<file path="src/rtl/g2_readout_pkg.sv">
// Shared types and helpers for the g2 histogram readout block.
// The frame length helper is shared so that every user agrees on frame size.
package g2_readout_pkg;

    typedef enum logic [2:0] {
        IDLE,
        TRIG,
        HDR,
        BIN,
        CKS
    } state_e;

    localparam logic [7:0] SYNC0_DEF = 8'hA5;
    localparam logic [7:0] SYNC1_DEF = 8'h5A;

    // Total bytes in one frame: two sync bytes, two count bytes, all bin bytes, optional checksum.
    function automatic int frame_len(input int nbins, input int binW, input bit cks);
        return 4 + nbins * (binW / 8) + (cks ? 1 : 0);
    endfunction

endpackage

</file>
<file path="src/rtl/g2_byte_ser.sv">
// Word-to-byte serializer: holds one BIN_W-bit word and shifts it out LSB first.
// The output byte is the low byte of the word register, so oD/oV are registered.
// iR reasserts in the cycle the last byte is taken, so back-to-back words leave no gap.
module g2_byte_ser #(
    parameter int BIN_W = 32
) (
    input  logic             clk,
    input  logic             RST,
    input  logic [BIN_W-1:0] iDat,
    input  logic             iV,
    output logic             iR,
    output logic [7:0]       oD,
    output logic             oV,
    input  logic             oR,
    output logic             oLast
);

    localparam int NB = BIN_W / 8;
    localparam int IW = $clog2(NB + 1);

    logic [BIN_W-1:0] word_q;
    logic [IW-1:0]    left_q;
    logic             byteTake;

    assign oV       = (left_q != '0);
    assign oD       = word_q[7:0];
    assign oLast    = (left_q == IW'(1));
    assign byteTake = oV && oR;
    assign iR       = !oV || (byteTake && oLast);

    // Load a new word when allowed, otherwise shift one byte out per accepted transfer.
    always_ff @(posedge clk or negedge RST) begin
        if (!RST) begin
            word_q <= '0;
            left_q <= '0;
        end else if (iV && iR) begin
            word_q <= iDat;
            left_q <= IW'(NB);
        end else if (byteTake) begin
            word_q <= word_q >> 8;
            left_q <= left_q - 1'b1;
        end
    end

endmodule

</file>
<file path="src/rtl/g2_readout.sv">
// Host-side reader for the g2 calculator histogram dump.
// Triggers the calculator via g2Rst, then frames the NBINS words as:
// SYNC0, SYNC1, count LSB, count MSB, bin bytes LSB first, optional checksum.
// Optional feature macro: G2_READOUT_CKSUM_EN adds the trailing checksum byte.
module g2_readout
    import g2_readout_pkg::*;
#(
    parameter int         NBINS    = 1024,
    parameter int         BIN_W    = 32,
    parameter int         TRIG_LEN = 2,
    parameter logic [7:0] SYNC0    = SYNC0_DEF,
    parameter logic [7:0] SYNC1    = SYNC1_DEF
) (
    input  logic             clk,
    input  logic             RST,
    input  logic             start,
    output logic             busy,
    output logic             done,
    output logic             g2Rst,
    input  logic [BIN_W-1:0] g2Dat,
    input  logic             g2V,
    output logic             g2R,
    output logic [7:0]       oD,
    output logic             oV,
    input  logic             oR
);

    localparam int          CW    = $clog2(NBINS + 1);
    localparam int          TW    = (TRIG_LEN > 1) ? $clog2(TRIG_LEN) : 1;
    localparam logic [15:0] CNT16 = 16'(NBINS);

    state_e        state_q;
    logic          busy_q;
    logic          done_q;
    logic          g2Rst_q;
    logic [7:0]    ctlD_q;
    logic          ctlV_q;
    logic [1:0]    hdrIdx_q;
    logic [TW-1:0] trigCnt_q;
    logic [CW-1:0] binCnt_q;

    logic          serIV;
    logic          serIR;
    logic [7:0]    serD;
    logic          serV;
    logic          serLast;
    logic          ctlTake;
    logic          serTake;
    logic          binsLeft;
    logic          hdrEnd;
    logic          winOpen;
    logic          frameEnd;

`ifdef G2_READOUT_CKSUM_EN
    logic [7:0]    sum_q;
    logic [7:0]    cksByte_d;

    assign cksByte_d = 8'd0 - (sum_q + serD);
`endif

    assign ctlTake  = ctlV_q && oR;
    assign serTake  = serV && oR;
    assign binsLeft = (binCnt_q < CW'(NBINS));
    assign hdrEnd   = (state_q == HDR) && (hdrIdx_q == 2'd3) && ctlTake;
    assign winOpen  = binsLeft && ((state_q == BIN) || hdrEnd);
    assign g2R      = winOpen && serIR;
    assign serIV    = g2V && winOpen;
    assign frameEnd = (state_q == BIN) && !binsLeft && serTake && serLast;

    assign oV    = ctlV_q || serV;
    assign oD    = ctlV_q ? ctlD_q : serD;
    assign busy  = busy_q;
    assign done  = done_q;
    assign g2Rst = g2Rst_q;

    g2_byte_ser #(
        .BIN_W (BIN_W)
    ) u_ser (
        .clk   (clk),
        .RST   (RST),
        .iDat  (g2Dat),
        .iV    (serIV),
        .iR    (serIR),
        .oD    (serD),
        .oV    (serV),
        .oR    (oR),
        .oLast (serLast)
    );

    // Frame sequencer: trigger pulse, header bytes, bin drain and optional checksum.
    always_ff @(posedge clk or negedge RST) begin
        if (!RST) begin
            state_q   <= IDLE;
            busy_q    <= 1'b0;
            done_q    <= 1'b0;
            g2Rst_q   <= 1'b1;
            ctlD_q    <= '0;
            ctlV_q    <= 1'b0;
            hdrIdx_q  <= '0;
            trigCnt_q <= '0;
            binCnt_q  <= '0;
`ifdef G2_READOUT_CKSUM_EN
            sum_q     <= '0;
`endif
        end else begin
            done_q <= 1'b0;
            if (g2V && g2R) begin
                binCnt_q <= binCnt_q + 1'b1;
            end
`ifdef G2_READOUT_CKSUM_EN
            if (serTake) begin
                sum_q <= sum_q + serD;
            end
`endif
            case (state_q)
                IDLE: begin
                    if (start) begin
                        state_q   <= TRIG;
                        busy_q    <= 1'b1;
                        g2Rst_q   <= 1'b0;
                        trigCnt_q <= '0;
                        binCnt_q  <= '0;
                        hdrIdx_q  <= '0;
`ifdef G2_READOUT_CKSUM_EN
                        sum_q     <= '0;
`endif
                    end
                end
                TRIG: begin
                    if (trigCnt_q == TW'(TRIG_LEN - 1)) begin
                        g2Rst_q  <= 1'b1;
                        state_q  <= HDR;
                        ctlD_q   <= SYNC0;
                        ctlV_q   <= 1'b1;
                        hdrIdx_q <= '0;
                    end else begin
                        trigCnt_q <= trigCnt_q + 1'b1;
                    end
                end
                HDR: begin
                    if (ctlTake) begin
                        hdrIdx_q <= hdrIdx_q + 1'b1;
`ifdef G2_READOUT_CKSUM_EN
                        if (hdrIdx_q[1]) begin
                            sum_q <= sum_q + ctlD_q;
                        end
`endif
                        case (hdrIdx_q)
                            2'd0:    ctlD_q <= SYNC1;
                            2'd1:    ctlD_q <= CNT16[7:0];
                            2'd2:    ctlD_q <= CNT16[15:8];
                            default: begin
                                ctlV_q  <= 1'b0;
                                state_q <= BIN;
                            end
                        endcase
                    end
                end
                BIN: begin
                    if (frameEnd) begin
`ifdef G2_READOUT_CKSUM_EN
                        state_q <= CKS;
                        ctlD_q  <= cksByte_d;
                        ctlV_q  <= 1'b1;
`else
                        state_q <= IDLE;
                        busy_q  <= 1'b0;
                        done_q  <= 1'b1;
`endif
                    end
                end
`ifdef G2_READOUT_CKSUM_EN
                CKS: begin
                    if (ctlTake) begin
                        ctlV_q  <= 1'b0;
                        state_q <= IDLE;
                        busy_q  <= 1'b0;
                        done_q  <= 1'b1;
                    end
                end
`endif
                default: begin
                    state_q <= IDLE;
                end
            endcase
        end
    end

endmodule

</file>
<file path="config.mk">
export PLATFORM = sky130hd
export DESIGN_NAME = g2_readout
export DESIGN_NICKNAME = d
export VERILOG_FILES = /design/src/rtl/g2_readout_pkg.sv /design/src/rtl/g2_byte_ser.sv /design/src/rtl/g2_readout.sv
export SDC_FILE = /design/constraint.sdc
export NUM_CORES = 1
export LEC_CHECK = 0
export CAP_MARGIN = 10
export CORE_MARGIN = 3
export CORE_UTILIZATION = 54
export CTS_CLUSTER_SIZE = 16
export DETAILED_ROUTE_END_ITERATION = 8
export HOLD_SLACK_MARGIN = 0.15
export PLACE_DENSITY_LB_ADDON = 0.08
export SKIP_CTS_REPAIR_TIMING = 1
export SLEW_MARGIN = 20
export SYNTH_ARGS = -nofsm -noshare
export SYNTH_HDL_FRONTEND = slang
export SYNTH_HIERARCHICAL = 1
export SYNTH_SLANG_ARGS = --single-unit
</file>
<file path="constraint.sdc">
create_clock -name clk -period 5.2 [get_ports clk]
set_clock_uncertainty 0.1 [all_clocks]
set_input_delay 0.52 -clock clk [delete_from_list [all_inputs] [get_ports clk]]
set_output_delay 0.52 -clock clk [all_outputs]
set_load 0.03 [all_outputs]
</file>
==> results.yml, run 1 <==
final_layout:
  drive_gt1_frac: 0.08094
  antenna_cells: 0
  syn_to_final_growth_pct: 17.97
  utilization: 0.6664
  nets: 431
synthesis:
  synthTopCellsByArea: "dfrtp_1 45%, a21oi_1 8.4%, ha_1 5.5%, nand2_1 5.3%, nor2_1 4.5%"
  synthAdderAreaFrac: 0.05529
  synth-simple-area-share: 0.1876
  synth_top_family_by_area: "simple AND/OR/NAND/NOR gates"
  synth_most_common_cell: "dfrtp_1"
  synth_compound_area_frac: 0.1836
  synth_xor_area_frac: 0.01382
  syn_inst: 341
  synthFlopType: "dfrtp_1"
  postSynthAreaPerCell_um2: 9.290
  synth_mux_area_frac: 0.02172
  syn_nets: 392
  synth_edf_count: 0
  synth_seq_cells: 58
  synth_commonest_cells: "57 x dfrtp_1, 53 x a21oi_1, 45 x nand2_1"
  ys_seq_area_frac: 0.4585
  synth_area_leader_cell: "dfrtp_1"
  syn_area_um2: 3168
  yosys_warnings: 6
  async_flop_share: 1.000
  yosysTopAreaCellShare: 0.4502
  netlist-cell-type-count: 48
route:
  vias_per_cell: 5.486
  dr.first_iter.drc_count: 118
  drt_pre_antenna_iters: 4
  wl_per_cell_um: 13.92
  drc: 0
  ant_nets: 0
  num_vias: 2496
  wl_um: 6332
clock_network:
  cts_max_path_buffers: 2
  clk_latency_ns: 0.33
  cts-root-buf: "clkbuf_8"
  numCtsBuffers: 9
  clk_pin_slew_ns: 0.06
  clock-sinks: 58
  cts_tree: "yes"
  htree_levels: 3
place:
  hpwl_um: 4443
  portBuffers: 49
  gp_congestion: 0.8280
setup_path:
  slowest_stage: "clkdlybuf4s50_1"
  cpMostUsedCell: "clkdlybuf4s50_1"
  path_delay_family: "buffers and inverters"
  cp-start-kind: "primary input"
  cp_data_required_time_ns: 4.58
  crit_type: "primary input to output pin"
  cp_max_fo: 12
  critical_path_arrival_ns: 2.63
  crit_cells: 5
  cp-end-kind: "output pin"
  slowest_delay_ns: 0.81
  cp_cell_sequence: "clkdlybuf4s50_1, a41oi_4, nor2_1, and2_1, clkdlybuf4s50_1"
  reg2reg_depth: 8
  critPathBufInv: 2
timing:
  setup_violations: 0
  slew_headroom: 0.3522
  rsz0062_at_grt: "false"
  finalHoldViolations: 0
  period_minus_slack_ns: 3.247
  timing.final.crit_share: 0.6244
  finalHoldWorstSlack_ns: 0.2135
  drv_slew: 0
  tightestPinTransition_ns: 0.9513
  max_freq_mhz: 308.0
  setup_tns_ns: 0
min_path:
  min_path_type: "primary input to async pin"
global_route:
  grt_pass1_vias: 2352
  grt_max_degree: 59
  overflow: 0
  antenna_found_initial: 0
  gr-usage-all-layers: 0.2038
  grt_pass1_wl_um: 10460
die:
  core-area_um2: 5608
  chipHeight_um: 82.60
  die_x_um: 82.60
  pin_count: 50
  die-area_um2: 6822
  initial_core_util: 0.5649
  rows: 27
power_and_ir_drop:
  peakVddDrop_v: 0.0002748
  power.density_nw_per_um2: 496.2
  p_leak_nw: 1.675
run:
  maxCapViolCount: 0
outcome:
  status: "completed"
-- cell families (layout without fill, tap and decap cells) --
family	after synthesis	after routing
AO/OA/AOI/OAI	97	97
XOR/XNOR	5	5
adder cells (fa/ha/maj)	14	14
buffers and inverters	42	84
flip-flops	58	58
multiplexers	5	5
AND/OR/NAND/NOR	120	120
-- cell usage in the layout, fill, tap and decap left out, drive strengths merged, types with 2 or more instances in the layout --
master	synthesis	layout
dfrtp	57	57
a21oi	54	54
clkdlybuf4s50	0	48
nand2	46	46
nor2	38	38
o21ai	20	20
inv	19	19
ha	14	14
a22o	12	12
clkbuf	2	11
nand3	7	7
xnor2	5	5
nor2b	5	5
nor4	4	4
nor3	4	4
and2	3	3
nand2b	3	3
mux2i	3	3
buf	21	3
nand4b	2	2
a31oi	2	2
nand4	2	2
a211oi	2	2
clkinv	0	2
mux2	2	2
-- flip-flops by register name, indices dropped and copies added (netlist names) --
name          flops
busy              1
trigCnt_q         1
g2Rst             1
ctlV_q            1
u_ser/word_q     32
hdrIdx_q          2
u_ser/left_q      3
ctlD_q            3
done              1
state_q           2
binCnt_q         11
-- metal layers --
layer / vias up / wire length [um] / track usage
met5: - / 0 / 0
met4: 0 / 76 / 0.09804
met3: 9 / 291 / 0.03362
met2: 60 / 3043 / 0.3261
met1: 1191 / 2921 / 0.2690
li1: 1236 / - / -
-- final cells by class --
class / count / area [um2]
Clock inverter: 3 / 17.52
Fill cell: 477 / 1871
Multi-Input combinational cell: 241 / 1464
Inverter: 19 / 71.32
Clock buffer: 11 / 141.4
Tap cell: 72 / 90.09
Timing Repair Buffer: 51 / 500.5
Sequential cell: 58 / 1453
-- path summary, 6_finish.rpt --
kind	start	end	slack, ns
worst max-delay path	oR	g2R	1.95
worst min-delay path	RST	state_q[1]	0.21
worst max register to register	state_q[0]	u_ser/left_q[1]	2.29
worst min register to register	u_ser/word_q[28]	u_ser/word_q[28]	0.41
max in group asynchronous	RST	binCnt_q[5]	4.30
min in group clk	u_ser/word_q[28]	u_ser/word_q[28]	0.41
-- power breakdown --
group	leakage, nW	total [mW]	internal [mW]	switching, mW
registers	0.718	0.717	0.607	0.110
logic	0.877	0.795	0.330	0.464
clock network	0.0810	0.343	0.179	0.164
total	1.68	1.85	1.12	0.738
-- stage by stage --
stage	setup WS [ns]	cell area [um2]	std cells	power, mW
after floorplan	2.892	3168	341	1.338
after global placement	1.955	3578	441	1.488
after detailed placement	1.892	3578	441	1.522
after CTS	1.947	3737	455	1.870
after global routing	1.815	3737	455	2.010
final	1.953	3737	455	1.854
(Power assumes the default switching activity.)
==> run 2, diff against run 1 <==
Clock period 5.2 ns to 3.1 ns, I/O delays scaled along.
==> run 2 against run 1 <==
Compared with the run above: cell area rose by 2.1%; register-to-register slack got worse by 1.9 ns; wire length rose by 3.7%; critical endpoint unchanged; sequential cell count did not move; first-iteration DRC count rose by 1.7%; global-route usage rose by 1.2 points; clock power rose by 110%; setup slack got worse by 1.7 ns; sequential power rose by 69%; via count rose by 0.64%; die area did not move.
==> results.yml, run 2 (same netlist as run 1, synthesis figures left out) <==
outcome:
  status: "completed"
route:
  wl_met3_um: 244
  wl_per_cell_um: 14.34
  highest_layer: "met4"
  wl_um: 6569
  drt_pre_antenna_iters: 5
  vias_per_cell: 5.485
  num_vias: 2512
  wl_met1_um: 3076
  dr.first_iter.drc_count: 120
  ant_nets: 0
  drc: 0
  route.met2.wl_um: 3119
place:
  dp_slack_ns: 0.2247
  gp_congestion: 0.8315
  place_inst: 442
  hpwl_um: 4626
  portBuffers: 49
final_layout:
  drive_gt1_frac: 0.09067
  syn_to_final_growth_pct: 20.42
  multi_input_area_um2: 1466
  fill_cells: 479
  nets: 433
  regArea_um2: 1453
  largest_reg_flops: 32
  fin_cells: 458
  final_cell_mix: "57 x dfrtp_1, 53 x a21oi_1, 48 x clkdlybuf4s50_1"
  utilization: 0.6803
  top_register: "u_ser/word_q"
  reg_top3: "u_ser/word_q x32, binCnt_q x11"
  layout_commonest_cell: "dfrtp_1"
  antenna_cells: 0
min_path:
  min_path_type: "primary input to async pin"
timing:
  rsz0062_at_grt: "false"
  max_freq_mhz: 354.8
  tightestPinTransition_ns: 0.9265
  period_minus_slack_ns: 2.819
  setup_violations: 0
  timing.final.crit_share: 0.9092
  postLayoutSetupSlackWorst_ns: 0.2814
  setup_tns_ns: 0
  finalHoldViolations: 0
  drv_slew: 0
  slew_headroom: 0.3691
setup_path:
  ff2ff_setup_slack_ns: 0.38
  cp_cell_sequence: "inv_1, ha_2, a41oi_4, nor2_1, and2_1, clkdlybuf4s50_1"
  cp_max_fo: 10
  cp-start-kind: "flip-flop"
  critPathCapture: "g2R"
  slowest_delay_ns: 0.66
  critPathBufInv: 2
  cp_data_required_time_ns: 2.69
  crit_type: "flip-flop to output pin"
  critical_path_arrival_ns: 2.41
  worstSetupStartpoint: "state_q[0]"
  slowest_stage: "clkdlybuf4s50_1"
  reg2reg_depth: 8
  r2r-end: "u_ser/left_q[1]"
  cp-end-kind: "output pin"
  r2r_start: "state_q[0]"
  path_delay_family: "buffers and inverters"
  crit_cells: 6
global_route:
  grt_max_degree: 42
  grt_pass1_wl_um: 11110
  gr-usage-all-layers: 0.2154
  overflow: 0
  grt_pass1_vias: 2372
  antenna_found_initial: 0
die:
  die-area_um2: 6822
  initial_core_util: 0.5649
  pin_count: 50
  die_x_um: 82.60
  core-area_um2: 5608
  chipHeight_um: 82.60
  rows: 27
clock_network:
  htree_levels: 3
  clk_pin_slew_ns: 0.06
  cts_max_path_buffers: 2
  cts-root-buf: "clkbuf_8"
  clk_latency_ns: 0.33
  numCtsBuffers: 9
  cts_tree: "yes"
  clock-sinks: 58
power_and_ir_drop:
  total_power_mw: 3.253
  p_leak_nw: 1.711
  power.density_nw_per_um2: 852.7
  peakVddDrop_v: 0.0004558
run:
  maxCapViolCount: 0
run 2: changes by cell type in the layout (fill, tap and decap cells not counted):
cell / before / now
clkbuf_8: 10 / 12
buf_12: 0 / 1
bufinv_16: 0 / 1
clkinv_2: 2 / 1
clkinvlp_4: 1 / 0
dlygate4sd3_1: 0 / 1
ha_1: 14 / 13
ha_2: 0 / 1
or3b_1: 1 / 0
or3b_2: 0 / 1
run 2: through the flow:
stage / hold WS (ns) / area (um2)
final: 0.3400 / 3815
after detailed placement: 0.1683 / 3598
after CTS: -0.1882 / 3802
after global routing: 0.3775 / 3815
after floorplan: -0.08559 / 3168
after global placement: 0.1615 / 3598
run 2: cell type report:
cell class	instances	share of cell area
flip-flops and latches	58	0.3808
well taps	72	0.02361
clock buffers	13	0.04428
inverters	19	0.01869
clock inverters	2	0.009183
repair buffers	53	0.1391
multi-input cells	241	0.3844
run 2: worst min path at each step:
stage,from,endpoint,slack [ns],cells after the start
floorplan,RST,binCnt_q[0],-0.09,0
global placement,RST,state_q[1],0.16,1
detailed placement,RST,state_q[1],0.17,1
CTS,RST,state_q[1],-0.19,1
global route,RST,state_q[1],0.38,2
finish,RST,state_q[1],0.34,2
run 2: per-layer routing:
metal  up-vias  global-route usage
li1       1244                   -
met1      1210              0.2955
met2        46              0.3269
met3        12             0.04338
met4         0              0.1013
met5         -                   0
run 2: power breakdown:
group          internal [mW]  leakage, nW  switching (mW)
clock                  0.432        0.106           0.277
sequential              1.02        0.718           0.191
combinational          0.561        0.888           0.775
